File: config.mk
export PLATFORM = sky130hd
export DESIGN_NAME = spi_master_counter_tx_flat
export DESIGN_NICKNAME = d
export VERILOG_FILES = /design/src/rtl/spi_master_counter_tx_if.sv /design/src/rtl/spi_master_counter_tx.sv /design/src/flat_wrapper.sv
export SDC_FILE = /design/constraint.sdc
export NUM_CORES = 1
export LEC_CHECK = 0
export ABC_AREA = 1
export BUFFER_PORTS_ARGS = -buffer_cell sky130_fd_sc_hd__clkbuf_2
export CAP_MARGIN = 30
export CORE_MARGIN = 4
export CORE_UTILIZATION = 43
export CTS_BUF_LIST = sky130_fd_sc_hd__clkbuf_2
export CTS_CLUSTER_DIAMETER = 100
export DETAILED_ROUTE_END_ITERATION = 10
export PLACE_DENSITY = 0.61
export SLEW_MARGIN = 15
export SYNTH_ARGS = -nofsm -noshare
export SYNTH_HDL_FRONTEND = slang
export SYNTH_SLANG_ARGS = --single-unit
File: constraint.sdc
create_clock -name clk -period 1.9 [get_ports clk]
set_input_delay 0.285 -clock clk [delete_from_list [all_inputs] [get_ports clk]]
set_output_delay 0.285 -clock clk [all_outputs]
set_load 0.01 [all_outputs]
File: src/rtl/spi_master_counter_tx_if.sv
// spi_master_counter_tx_if: request/status and SPI pin bundle between the counter SPI master and its user/slave side
interface spi_master_counter_tx_if;
  logic        start;
  logic [13:0] tx_data;
  logic        busy;
  logic        done;
  logic [15:0] rx_data;
  logic        SCLK;
  logic        MOSI;
  logic        MISO;
  logic        n_SS;
  modport master (input start, tx_data, MISO, output busy, done, rx_data, SCLK, MOSI, n_SS);
  modport slave (output start, tx_data, MISO, input busy, done, rx_data, SCLK, MOSI, n_SS);
endinterface

File: src/rtl/spi_master_counter_tx.sv
// spi_master_counter_tx: sends a 14-bit counter as one 16-bit mode-0 SPI frame, MSB first
module spi_master_counter_tx #(
  parameter int CLK_DIV = 50
) (
  input logic clk,
  input logic reset,
  spi_master_counter_tx_if.master bus
);
  localparam int DW = $clog2(CLK_DIV);
  localparam logic [DW-1:0] LAST = DW'(CLK_DIV - 1);
  typedef enum logic [1:0] {IDLE, SETUP, SCLK_HI, SCLK_LO} state_t;
  state_t state_q, state_d;
  logic [DW-1:0] div_q, div_d;
  logic [3:0] bit_q, bit_d;
  logic [15:0] shift_q, shift_d, rx_q, rx_d, rxo_q, rxo_d;
  logic sclk_q, sclk_d, mosi_q, mosi_d, nss_q, nss_d, busy_q, busy_d, done_q, done_d;
  logic wrap;
  assign wrap = div_q == LAST;
  always_comb begin
    state_d = state_q;
    bit_d = bit_q;
    shift_d = shift_q;
    rx_d = rx_q;
    rxo_d = rxo_q;
    sclk_d = sclk_q;
    mosi_d = mosi_q;
    nss_d = nss_q;
    busy_d = busy_q;
    done_d = 1'b0;
    div_d = (state_q == IDLE || wrap) ? '0 : div_q + DW'(1);
    case (state_q)
      SETUP: if (wrap) begin
        state_d = SCLK_HI;
        sclk_d = 1'b1;
        rx_d = {rx_q[14:0], bus.MISO};
      end
      SCLK_HI: if (wrap) begin
        state_d = SCLK_LO;
        sclk_d = 1'b0;
        shift_d = shift_q << 1;
        mosi_d = shift_q[14];
      end
      SCLK_LO: if (wrap) begin
        state_d = (bit_q == 4'd15) ? IDLE : SCLK_HI;
        bit_d = (bit_q == 4'd15) ? bit_q : bit_q + 4'd1;
        sclk_d = bit_q != 4'd15;
        rx_d = (bit_q == 4'd15) ? rx_q : {rx_q[14:0], bus.MISO};
        nss_d = bit_q == 4'd15;
        busy_d = bit_q != 4'd15;
        done_d = bit_q == 4'd15;
        rxo_d = (bit_q == 4'd15) ? rx_q : rxo_q;
      end
      default: if (bus.start) begin
        state_d = SETUP;
        shift_d = {2'b00, bus.tx_data};
        mosi_d = 1'b0;
        bit_d = 4'd0;
        rx_d = '0;
        nss_d = 1'b0;
        busy_d = 1'b1;
      end
    endcase
  end
  always_ff @(posedge clk) begin
    if (reset) begin
      state_q <= IDLE;
      div_q <= '0;
      bit_q <= '0;
      shift_q <= '0;
      rx_q <= '0;
      rxo_q <= '0;
      sclk_q <= 1'b0;
      mosi_q <= 1'b0;
      nss_q <= 1'b1;
      busy_q <= 1'b0;
      done_q <= 1'b0;
    end else begin
      state_q <= state_d;
      div_q <= div_d;
      bit_q <= bit_d;
      shift_q <= shift_d;
      rx_q <= rx_d;
      rxo_q <= rxo_d;
      sclk_q <= sclk_d;
      mosi_q <= mosi_d;
      nss_q <= nss_d;
      busy_q <= busy_d;
      done_q <= done_d;
    end
  end
  assign bus.SCLK = sclk_q;
  assign bus.MOSI = mosi_q;
  assign bus.n_SS = nss_q;
  assign bus.busy = busy_q;
  assign bus.done = done_q;
  assign bus.rx_data = rxo_q;
endmodule

File: src/flat_wrapper.sv
// flat-port wrapper written by rule: the top's interface ports become plain ports
module spi_master_counter_tx_flat 
#(
  parameter int CLK_DIV = 50
)
  (clk, reset, bus_start, bus_tx_data, bus_MISO, bus_busy, bus_done, bus_rx_data, bus_SCLK, bus_MOSI, bus_n_SS);
  spi_master_counter_tx_if bus_i ();
  input logic clk;
  input logic reset;
  input wire logic [$bits(bus_i.start)-1:0] bus_start;
  input wire logic [$bits(bus_i.tx_data)-1:0] bus_tx_data;
  input wire logic [$bits(bus_i.MISO)-1:0] bus_MISO;
  output wire logic [$bits(bus_i.busy)-1:0] bus_busy;
  output wire logic [$bits(bus_i.done)-1:0] bus_done;
  output wire logic [$bits(bus_i.rx_data)-1:0] bus_rx_data;
  output wire logic [$bits(bus_i.SCLK)-1:0] bus_SCLK;
  output wire logic [$bits(bus_i.MOSI)-1:0] bus_MOSI;
  output wire logic [$bits(bus_i.n_SS)-1:0] bus_n_SS;
  assign bus_i.start = bus_start;
  assign bus_i.tx_data = bus_tx_data;
  assign bus_i.MISO = bus_MISO;
  assign bus_busy = bus_i.busy;
  assign bus_done = bus_i.done;
  assign bus_rx_data = bus_i.rx_data;
  assign bus_SCLK = bus_i.SCLK;
  assign bus_MOSI = bus_i.MOSI;
  assign bus_n_SS = bus_i.n_SS;
  spi_master_counter_tx #(.CLK_DIV(CLK_DIV)) u_core (.clk(clk), .reset(reset), .bus(bus_i));
endmodule
**Word level (Yosys, flattened, before mapping)**

Index checks and enable logic that the tools add are counted.
Widths: inputs -> output; s select.

- Register bits after elaboration: 64
- Bits of input ports: 18
- Output and inout bits: 21
- Logic and storage cells: 75

- Add/sub/neg operators: 2
- Equal/unequal tests: 10
- Mux-type cells: 29
- Bitwise logic cells: 5
- Reductions and logical operators: 18

Operators by type and width:

| operator | number |
|---|---|
| $mux 16 | 4 |
| $pmux 16 s3 | 1 |
| $mux 15 | 2 |
| $pmux 15 s2 | 1 |
| $mux 4 | 3 |
| $reduce_and 4->1 | 3 |
| $mux 2 | 5 |
| $reduce_and 3->1 | 3 |
| $pmux 4 s2 | 1 |
| $mux 1 | 7 |
| $add 6x1->6 const B | 1 |
| $eq 6x6->1 const B | 1 |
| $ne 2x1->1 const B | 3 |
| $pmux 1 s2 | 3 |
| $pmux 2 s3 | 1 |
| $reduce_bool 3->1 | 2 |
| $reduce_or 2->1 | 3 |
| $not 1->1 | 5 |
| $reduce_and 5->1 | 1 |
| $add 4x1->4 const B | 1 |
| $eq 2x2->1 const B | 2 |
| $eq 4x4->1 const B | 1 |
| $ne 4x4->1 const B | 1 |
| $reduce_bool 2->1 | 2 |
| other kinds (7) | 7 |

**Depth between registers and ports, before layout**

Gate-level depths: netlist (run 1).

- Depth after elaboration: 4
- Mapped depth: 11
- Gate-level depth less buffers: 10

**Least setup slack after synthesis (run 1)**

OpenSTA, ideal clock, no wires.

- Kind: register to register
- From: reg u_core.state_q[0]
- To: reg u_core.shift_q[13]
- Library setup time: 0.113 ns
- Data arrival time: 1.456 ns
- Required time: 1.787 ns
- Slack: 0.331 ns
- Stages on the path, launching flop included: 11
- Buffers on the path: 2
- Period minus slack after synthesis: 1.569 ns
- Cell sequence: dfxtp_1 inv_1 ha_1 buf_2 nor2_1 nor2_4 nand2_1 nand2_2 buf_6 o21ai_1 nor2_1

- Word-level cells in the longest chain between the ends: 4
- Elaborated cells on any way between the ends: 9
- Those cells by class: eq/ne (4); mux (1); bitwise (1); reduce/logical (3)

Ends and longest elaborated chain:

| item | line | text |
|---|---|---|
| start, declared | spi_master_counter_tx.sv:12 | `state_t state_q, state_d;` |
| start signal, assigned | spi_master_counter_tx.sv:78 | `state_q <= state_d;` |
| $eq 2x1->1 or $eq 2x2->1 (tied branches) | spi_master_counter_tx.sv:31 | `case (state_q)` |
| $reduce_or 2->1 (no source line) | n/a |  |
| $not 1->1 (no source line) | n/a |  |
| $reduce_and 3->1 (no source line) | n/a |  |
| end signal, assigned | spi_master_counter_tx.sv:81 | `shift_q <= shift_d;` |
| end, declared | spi_master_counter_tx.sv:15 | `logic [15:0] shift_q, shift_d, rx_q, rx_d, rxo_q, rxo_d;` |

Parallel ways exist; a longest one is shown, timed or not.
A chain may end at the register's enable or synchronous reset.

**Final worst setup path (run 1)**

- From: reg u_core.state_q[0]
- To: reg u_core.mosi_q, in the netlist u_core.bus.MOSI

- Word-level cells in the longest chain between the ends: 4
- Elaborated cells on any way between the ends: 9
- Those cells by class: eq/ne (4); mux (1); bitwise (1); reduce/logical (3)

Ends and longest elaborated chain:

| item | line | text |
|---|---|---|
| $eq 2x1->1 or $eq 2x2->1 (tied branches) | spi_master_counter_tx.sv:31 |  |
| $reduce_or 2->1 (no source line) | n/a |  |
| $not 1->1 (no source line) | n/a |  |
| $reduce_and 3->1 (no source line) | n/a |  |
| end signal, assigned | spi_master_counter_tx.sv:85 | `mosi_q <= mosi_d;` |
| end, declared | spi_master_counter_tx.sv:16 | `logic sclk_q, sclk_d, mosi_q, mosi_d, nss_q, nss_d, busy_q, busy_d, done_q, done_d;` |

Parallel ways exist; a longest one is shown, timed or not.

==> parameters.txt, run 1 <==
Parameter                              Value

Pwr
  Overall power ... 4.24 mW
  Max rail drop VDD ... 0.735 mV
  Net Sw Power ... 1.79 mW
  Leak pwr ... 1.53 nW
  Share of power burned in the clock network ... 0.153
  Power density relative to cell area ... 1320 nW/um2
  Share of total power in combinational logic ... 0.414
  Cell-internal power ... 2.45 mW
  Sequential share of power ... 0.433
  Switching part of the total power ... 0.423

Cells and area
  Design area ... 3200 um2
  Area growth syn-to-layout ... 12.0%
  Final nets ... 463
  Filler instances ... 660
  Core occupancy in the finished layout ... 0.499
  Layout cells sized above 1 ... 0.199
  # diodes ... 0

Die
  X dimension of the die ... 89.6 um
  Full die area ... 8020 um2
  Effective utilization at floorplan ... 0.445
  Die extent in y ... 89.6 um
  Core Footprint ... 6420 um2
  Std cell rows ... 29
  I/O pin count ... 39

Yosys
  Instance count of the mapped netlist ... 397
  Cell type with the highest aggregate area in the netlist ... sky130_fd_sc_hd__dfxtp_1
  Synth area leaders ... sky130_fd_sc_hd__dfxtp_1 45%, sky130_fd_sc_hd__nor2_1 13%, sky130_fd_sc_hd__nand2_1 11%
  Proportion of netlist area held by the largest area contributor ... 0.448
  Proportion of register bits with asynchronous set or reset after synthesis ... 0
  Syn Nets ... 422
  Number of flip-flops and latches in the synthesized netlist ... 64
  Most common flop cell mapped by yosys ... sky130_fd_sc_hd__dfxtp_1
  Leading post-synthesis cells by instance count ... 98 x sky130_fd_sc_hd__nor2_1, 85 x sky130_fd_sc_hd__nand2_1, 64 x sky130_fd_sc_hd__dfxtp_1
  Number of warnings issued by yosys ... 0
  Count of flip-flops with a built-in enable after synthesis ... 0
  Post-synthesis average cell area ... 7.20 um2
  Number of different library cells in the post-synthesis netlist ... 29
  Most repeated cell in the gate-level netlist after synthesis ... sky130_fd_sc_hd__nor2_1
  Sequential fraction of the synthesis area ... 0.448
  Post-synthesis cell area ... 2860 um2

Place
  Placement-stage worst setup slack ... 0.198 ns
  Routability congestion estimate ... 0.893
  Half-perimeter wire length after detailed placement ... 4100 um
  Placement Cell Area ... 3120 um2
  Number of I/O port buffers ... 38

Outcome
  Status ... completed

Global route
  Pin count of the biggest net entering global routing ... 35
  Via count of the first global-routing pass ... 2286
  Wire length of the first global-routing pass ... 10100 um
  Total grt overflow ... 0
  Combined global-route utilization of all metal layers ... 0.164
  Initial antenna violation count ... 0

STA
  Setup TNS after final layout ... 0 ns
  Final WS setup ... 0.161 ns
  Post-route clock period utilization ... 0.915
  Final min period ... 1.74 ns
  Remaining max-slew budget at the tightest pin ... 0.569
  Final hold violations ... 0
  Number of slew-limit violations in the final report ... 0
  Setup clock skew after layout ... 0.0166 ns
  RSZ-0062 raised after global routing ... no
  Highest clock rate ... 575 MHz
  Setup Viol. Count Final ... 0
  Transition time of the tightest slew-check pin ... 0.647 ns

Worst setup path
  R2r setup slk ... 0.16 ns
  Worst path cell trace ... inv_1 -> ha_1 -> inv_2 -> o21ai_2 -> nand2_1 -> a21oi_2
  Number of cells traversed by the worst register-to-register path ... 6
  Library cell contributing the largest single delay on the critical path ... sky130_fd_sc_hd__o21ai_2
  Data required time at the worst endpoint ... 2.33 ns
  Kind of launch point of the worst setup path ... flop
  Critical path start-end classification ... reg2reg
  Kind of end point of the critical path ... flop
  CP Max Fanout ... 16
  Arrival time of data at the critical path endpoint ... 2.16 ns
  Destination of the worst register-to-register timing path ... u_core.bus.MOSI
  Max incr delay on CP ... 0.54 ns
  Crit Reg-Reg Startpoint ... u_core.state_q[0]

Detailed routing
  Via Count ... 2460
  Total length of routed wires ... 5880 um
  First-pass DRT Iterations ... 4
  First DRT Iteration DRCs ... 103
  Drt via density ... 4.73
  Detailed-route DRC error count ... 0
  Post-DR wirelength/cell ... 11.3 um
  Remaining number of nets flagged by the antenna check after routing ... 0

Min path
  Hold/Removal Path Class ... in2reg
  Beginning of the worst hold path ... bus_tx_data[0]
  Hold path cells ... 3
  Min-Delay Endpoint ... u_core.shift_q[0]

Clock tree
  Worst skew pair latency ... 0.47 ns
  Clock tree root driver cell ... sky130_fd_sc_hd__clkbuf_2
  Clock H-tree levels ... 3
  Buffers inserted during post-CTS setup optimization ... 0
  Maximum number of buffers from clock root to sink ... 2
  Clock transition at the registers of the reported paths ... 0.17 ns
  Total clock buffers created by CTS ... 9
  Clock tree from TritonCTS ... done
  Clock Sinks ... 64

Flow run
  Number of maximum-capacitance constraint violations ... 0
-- worst max-delay path by stage --
| stage | start | to | depth (start not counted) |
|---|---|---|---|
| global route | u_core.state_q[0] | u_core.shift_q[14] | 6 |
| floorplan | u_core.state_q[0] | u_core.shift_q[13] | 10 |
| global placement | u_core.state_q[0] | u_core.shift_q[1] | 8 |
| CTS | u_core.state_q[0] | u_core.shift_q[1] | 8 |
| detailed placement | u_core.state_q[0] | u_core.shift_q[5] | 8 |
| finish | u_core.state_q[0] | u_core.bus.MOSI | 6 |
-- registers in the layout, indices dropped and copies added, names as in the netlist, 2 cells and up --
register / count
u_core.div_q: 6
u_core.shift_q: 15
u_core.bit_q: 4
u_core.bus.rx_data: 16
u_core.state_q: 2
u_core.rx_q: 16
-- cell families after synthesis --
logic type               synth area share
AO/OA/AOI/OAI                       0.129
XOR/XNOR                          0.00919
flip-flops                          0.448
buffers and inverters              0.0748
adder cells (fa/ha/maj)            0.0306
AND/OR/NAND/NOR                     0.308
-- critical path, delay by kind of cell, from the launching register on --
kind | cells | cell delay (ns)
and+or+nand+nor | 1 | 0.15
DFF | 1 | 0.38
buffers and inverters | 2 | 0.21
adders and majority gates | 1 | 0.26
AOI/OAI and AO/OA | 2 | 0.70
-- layout by cell type (no fill, tap or decap), types with 2 or more instances in the layout --
| cell | Yosys | final |
|---|---|---|
| sky130_fd_sc_hd__o21ai_0 | 17 | 17 |
| sky130_fd_sc_hd__a21oi_2 | 7 | 7 |
| sky130_fd_sc_hd__inv_1 | 26 | 26 |
| sky130_fd_sc_hd__nor2_1 | 98 | 97 |
| sky130_fd_sc_hd__o21ai_2 | 3 | 3 |
| sky130_fd_sc_hd__ha_1 | 7 | 7 |
| sky130_fd_sc_hd__inv_2 | 3 | 3 |
| sky130_fd_sc_hd__nand2_2 | 3 | 3 |
| sky130_fd_sc_hd__xor2_1 | 3 | 3 |
| sky130_fd_sc_hd__nor2_2 | 1 | 2 |
| sky130_fd_sc_hd__nand2_1 | 85 | 85 |
| sky130_fd_sc_hd__clkbuf_2 | 0 | 50 |
| sky130_fd_sc_hd__clkinv_2 | 0 | 2 |
| sky130_fd_sc_hd__nand3_1 | 11 | 11 |
| sky130_fd_sc_hd__o21ai_1 | 21 | 21 |
| sky130_fd_sc_hd__a21oi_1 | 17 | 17 |
| sky130_fd_sc_hd__nand4_1 | 3 | 3 |
| sky130_fd_sc_hd__nand3_2 | 3 | 3 |
| sky130_fd_sc_hd__buf_4 | 2 | 7 |
| sky130_fd_sc_hd__nor2_4 | 3 | 3 |
| sky130_fd_sc_hd__dfxtp_1 | 64 | 64 |
-- power by group through the flow --
stage,Sequential [mW],Clock [mW],Combinational (mW)
global placement,1.86,0,1.75
CTS,1.84,0.695,1.77
finish,1.84,0.650,1.76
floorplan,1.85,0,1.38
global route,1.88,0.751,2.05
detailed placement,1.86,0,1.76
-- routing by layer --
| metal | track usage | share of wire | vias to the layer above |
|---|---|---|---|
| met5 | 0 | 0 | - |
| met4 | 0.0595 | 0.017 | 0 |
| met3 | 0.0627 | 0.044 | 10 |
| met2 | 0.247 | 0.44 | 49 |
| met1 | 0.214 | 0.50 | 1064 |
| li1 | - | - | 1337 |
-- stage by stage --
stage | std cells | hold slack, ns
floorplan | 397 | 0.434
global placement | 504 | 0.449
detailed placement | 504 | 0.460
CTS | 520 | 0.0123
global route | 520 | 0.00519
finish | 520 | 0.0717
-- layout make-up --
cell class | count | area [um2] | area share
multi-input cells | 287 | 1370 | 0.427
flip-flops and latches | 64 | 1280 | 0.400
repair buffers | 46 | 263 | 0.0820
inverters | 30 | 115 | 0.0359
well taps | 77 | 96.3 | 0.0301
clock buffers | 12 | 60.1 | 0.0187
clock inverters | 4 | 21.3 | 0.00664
-- timing repair --
item / CTS / global route
setup endpoints to repair: 0 / 2
gates resized for setup: 0 / 1
hold buffers: 0 / 0
Note: power is estimated with default switching activity, not from simulation.
==> run 2: changes to the inputs <==
PLACE_DENSITY = 0.63   (was 0.61)
SLEW_MARGIN = default   (was 15)
clock period = 1.5 ns   (was 1.9 ns; I/O delays follow)
==> parameters.txt, run 2 (synthesis results as in run 1) <==
Parameter                              Value

Cells and area
  Design area ... 3510 um2 (was 3200 um2)
  Layout Cells excl Fill ... 539 (was 520)
  Commonest cells after routing, fill and taps aside ... 97 x sky130_fd_sc_hd__nor2_1, 83 x sky130_fd_sc_hd__nand2_1, 62 x sky130_fd_sc_hd__dfxtp_1, 48 x sky130_fd_sc_hd__clkbuf_2, 25 x sky130_fd_sc_hd__inv_1 (was 97 x sky130_fd_sc_hd__nor2_1, 85 x sky130_fd_sc_hd__nand2_1, 64 x sky130_fd_sc_hd__dfxtp_1, 50 x sky130_fd_sc_hd__clkbuf_2, 26 x sky130_fd_sc_hd__inv_1)
  Area growth syn-to-layout ... 22.6% (was 12.0%)
  Filler instances ... 656 (was 660)
  Most common cell after layout, fill and taps aside ... sky130_fd_sc_hd__nor2_1 (unchanged)
  Final nets ... 482 (was 463)
  Area occupied by registers ... 1290 um2 (was 1280 um2)
  # diodes ... 0 (unchanged)
  Layout cells sized above 1 ... 0.258 (was 0.199)
  Area occupied by multi-input gates ... 1450 um2 (was 1370 um2)

Die
  X dimension of the die ... 89.6 um (unchanged)
  Effective utilization at floorplan ... 0.445 (unchanged)
  Core Footprint ... 6420 um2 (unchanged)
  Die extent in y ... 89.6 um (unchanged)
  I/O pin count ... 39 (unchanged)
  Full die area ... 8020 um2 (unchanged)
  Std cell rows ... 29 (unchanged)

STA
  Final WS setup ... -0.0237 ns (was 0.161 ns)
  Setup clock skew after layout ... 0.0192 ns (was 0.0166 ns)
  Remaining max-slew budget at the tightest pin ... 0.702 (was 0.569)
  Highest clock rate ... 656 MHz (was 575 MHz)
  Post-route clock period utilization ... 1.02 (was 0.915)
  Tightest hold margin ... 0.0646 ns (was 0.0717 ns)
  Setup Viol. Count Final ... 4 (was 0)
  Final hold violations ... 0 (unchanged)
  Final min period ... 1.52 ns (was 1.74 ns)
  Transition time of the tightest slew-check pin ... 0.445 ns (was 0.647 ns)
  Number of slew-limit violations in the final report ... 0 (unchanged)
  RSZ-0062 raised after global routing ... yes (was no)

Worst setup path
  Kind of launch point of the worst setup path ... flop (unchanged)
  Data required time at the worst endpoint ... 1.92 ns (was 2.33 ns)
  Critical path start-end classification ... reg2reg (unchanged)
  R2r setup slk ... -0.02 ns (was 0.16 ns)
  Destination of the worst register-to-register timing path ... u_core.shift_q[8] (was u_core.bus.MOSI)
  Kind of end point of the critical path ... flop (unchanged)
  Crit Reg-Reg Startpoint ... u_core.state_q[1] (was u_core.state_q[0])
  Number of cells traversed by the worst register-to-register path ... 8 (was 6)
  Arrival time of data at the critical path endpoint ... 1.94 ns (was 2.16 ns)
  Depth of the critical timing path with buffers and inverters included ... 8 (was 6)
  Family with the most delay on the worst path ... simple AND/OR/NAND/NOR gates (was compound AO/OA/AOI/OAI gates)
  Library cell contributing the largest single delay on the critical path ... sky130_fd_sc_hd__dfxtp_4 (was sky130_fd_sc_hd__o21ai_2)
  Max incr delay on CP ... 0.42 ns (was 0.54 ns)
  Number of buffer and inverter stages on the critical path ... 3 (was 2)
  Worst path cell trace ... inv_2 -> ha_2 -> buf_4 -> inv_1 -> nand4_1 -> nand2_2 -> o21ai_1 -> nor2_1 (was inv_1 -> ha_1 -> inv_2 -> o21ai_2 -> nand2_1 -> a21oi_2)
  CP Max Fanout ... 7 (was 16)

Clock tree
  Clock tree from TritonCTS ... done (unchanged)
  Clock H-tree levels ... 3 (unchanged)
  Worst skew pair latency ... 0.47 ns (about the same)
  Total clock buffers created by CTS ... 9 (unchanged)
  Maximum number of buffers from clock root to sink ... 2 (unchanged)
  Clock Sinks ... 64 (unchanged)
  Clock tree root driver cell ... sky130_fd_sc_hd__clkbuf_2 (unchanged)
  Clock transition at the registers of the reported paths ... 0.18 ns (was 0.17 ns)

Detailed routing
  First-pass DRT Iterations ... 5 (was 4)
  First DRT Iteration DRCs ... 103 (unchanged)
  Via Count ... 2565 (was 2460)
  Total length of routed wires ... 6210 um (was 5880 um)
  Detailed-route DRC error count ... 0 (unchanged)
  Drt via density ... 4.76 (was 4.73)
  Remaining number of nets flagged by the antenna check after routing ... 0 (unchanged)
  Post-DR wirelength/cell ... 11.5 um (was 11.3 um)

Pwr
  Power density relative to cell area ... 1740 nW/um2 (was 1320 nW/um2)
  Leak pwr ... 1.65 nW (was 1.53 nW)
  Max rail drop VDD ... 0.797 mV (was 0.735 mV)
  Overall power ... 6.11 mW (was 4.24 mW)

Global route
  Initial antenna violation count ... 0 (unchanged)
  Combined global-route utilization of all metal layers ... 0.169 (was 0.164)
  Via count of the first global-routing pass ... 2385 (was 2286)
  Wire length of the first global-routing pass ... 10600 um (was 10100 um)
  Total grt overflow ... 0 (unchanged)
  Pin count of the biggest net entering global routing ... 39 (was 35)

Min path
  Hold path cells ... 5 (was 3)
  Hold/Removal Path Class ... in2reg (unchanged)
  Beginning of the worst hold path ... bus_tx_data[2] (was bus_tx_data[0])
  Min-Delay Endpoint ... u_core.shift_q[2] (was u_core.shift_q[0])

Outcome
  Failing checks ... setup timing
  Status ... complete, but fails checks (was completed)

Place
  Instance count after placement with tap cells included ... 521 (was 504)
  Placement Cell Area ... 3290 um2 (was 3120 um2)
  Number of I/O port buffers ... 38 (unchanged)
  Routability congestion estimate ... 0.895 (was 0.893)
  Half-perimeter wire length after detailed placement ... 4200 um (was 4100 um)
  Placement-stage worst setup slack ... -0.161 ns (was 0.198 ns)

Flow run
  Number of maximum-capacitance constraint violations ... 0 (unchanged)
-- run 2: report_power, final --
| group | internal, mW | switching [mW] | total (mW) |
|---|---|---|---|
| clock | 0.384 | 0.619 | 1.00 |
| combinational | 1.13 | 1.63 | 2.75 |
| sequential | 2.12 | 0.231 | 2.35 |
-- run 2: final cells by class --
class,count,area share
clock buffer,10,0.0143
tap,77,0.0275
clock inverter,6,0.0171
timing repair buffer,64,0.126
inverter,30,0.0343
sequential,64,0.368
multi-input combinational,288,0.413
-- run 2: metal layers --
layer / vias to the layer above / global-route usage / wire length (um)
li1: 1374 / - / -
met1: 1141 / 0.238 / 3220
met2: 40 / 0.253 / 2710
met3: 10 / 0.0369 / 202
met4: 0 / 0.0609 / 85
met5: - / 0 / 0
-- run 2: tightest hold or removal path: cells and delay by family --
| kind | cells | cell delay [ns] |
|---|---|---|
| simple gates | 4 | 0.21 |
| buf+inv | 1 | 0.08 |
-- run 2: timing repair --
| item | in CTS | in global routing |
|---|---|---|
| hold buffers | 1 | 0 |
| buffers inserted | 0 | 0 |
| setup endpoints to repair | 55 | 41 |
| pin swaps | 3 | 4 |
| resized for setup | 15 | 6 |
| gates cloned | 1 | 0 |
| hold endpoints to repair | 1 | 0 |
-- run 2: worst max-delay path by stage --
stage | from | end | slack [ns]
2_1_floorplan | u_core.state_q[0] | u_core.shift_q[13] | 0.02
3_3_place_gp | u_core.state_q[1] | u_core.rx_q[10] | -0.10
3_5_place_dp | u_core.state_q[1] | u_core.shift_q[14] | -0.16
4_1_cts | u_core.state_q[1] | u_core.rx_q[2] | 0.003
5_1_grt | u_core.state_q[1] | u_core.shift_q[14] | -0.11
6_report | u_core.state_q[1] | u_core.shift_q[8] | -0.02
-- run 2: metrics by stage --
| stage | TNS (ns) | utilization |
|---|---|---|
| finish | -0.0358 | 0.546 |
| global route | -2.82 | 0.546 |
| CTS | 0 | 0.542 |
| detailed placement | -3.61 | 0.513 |
| global placement | -2.18 | 0.513 |
| floorplan | 0 | - |
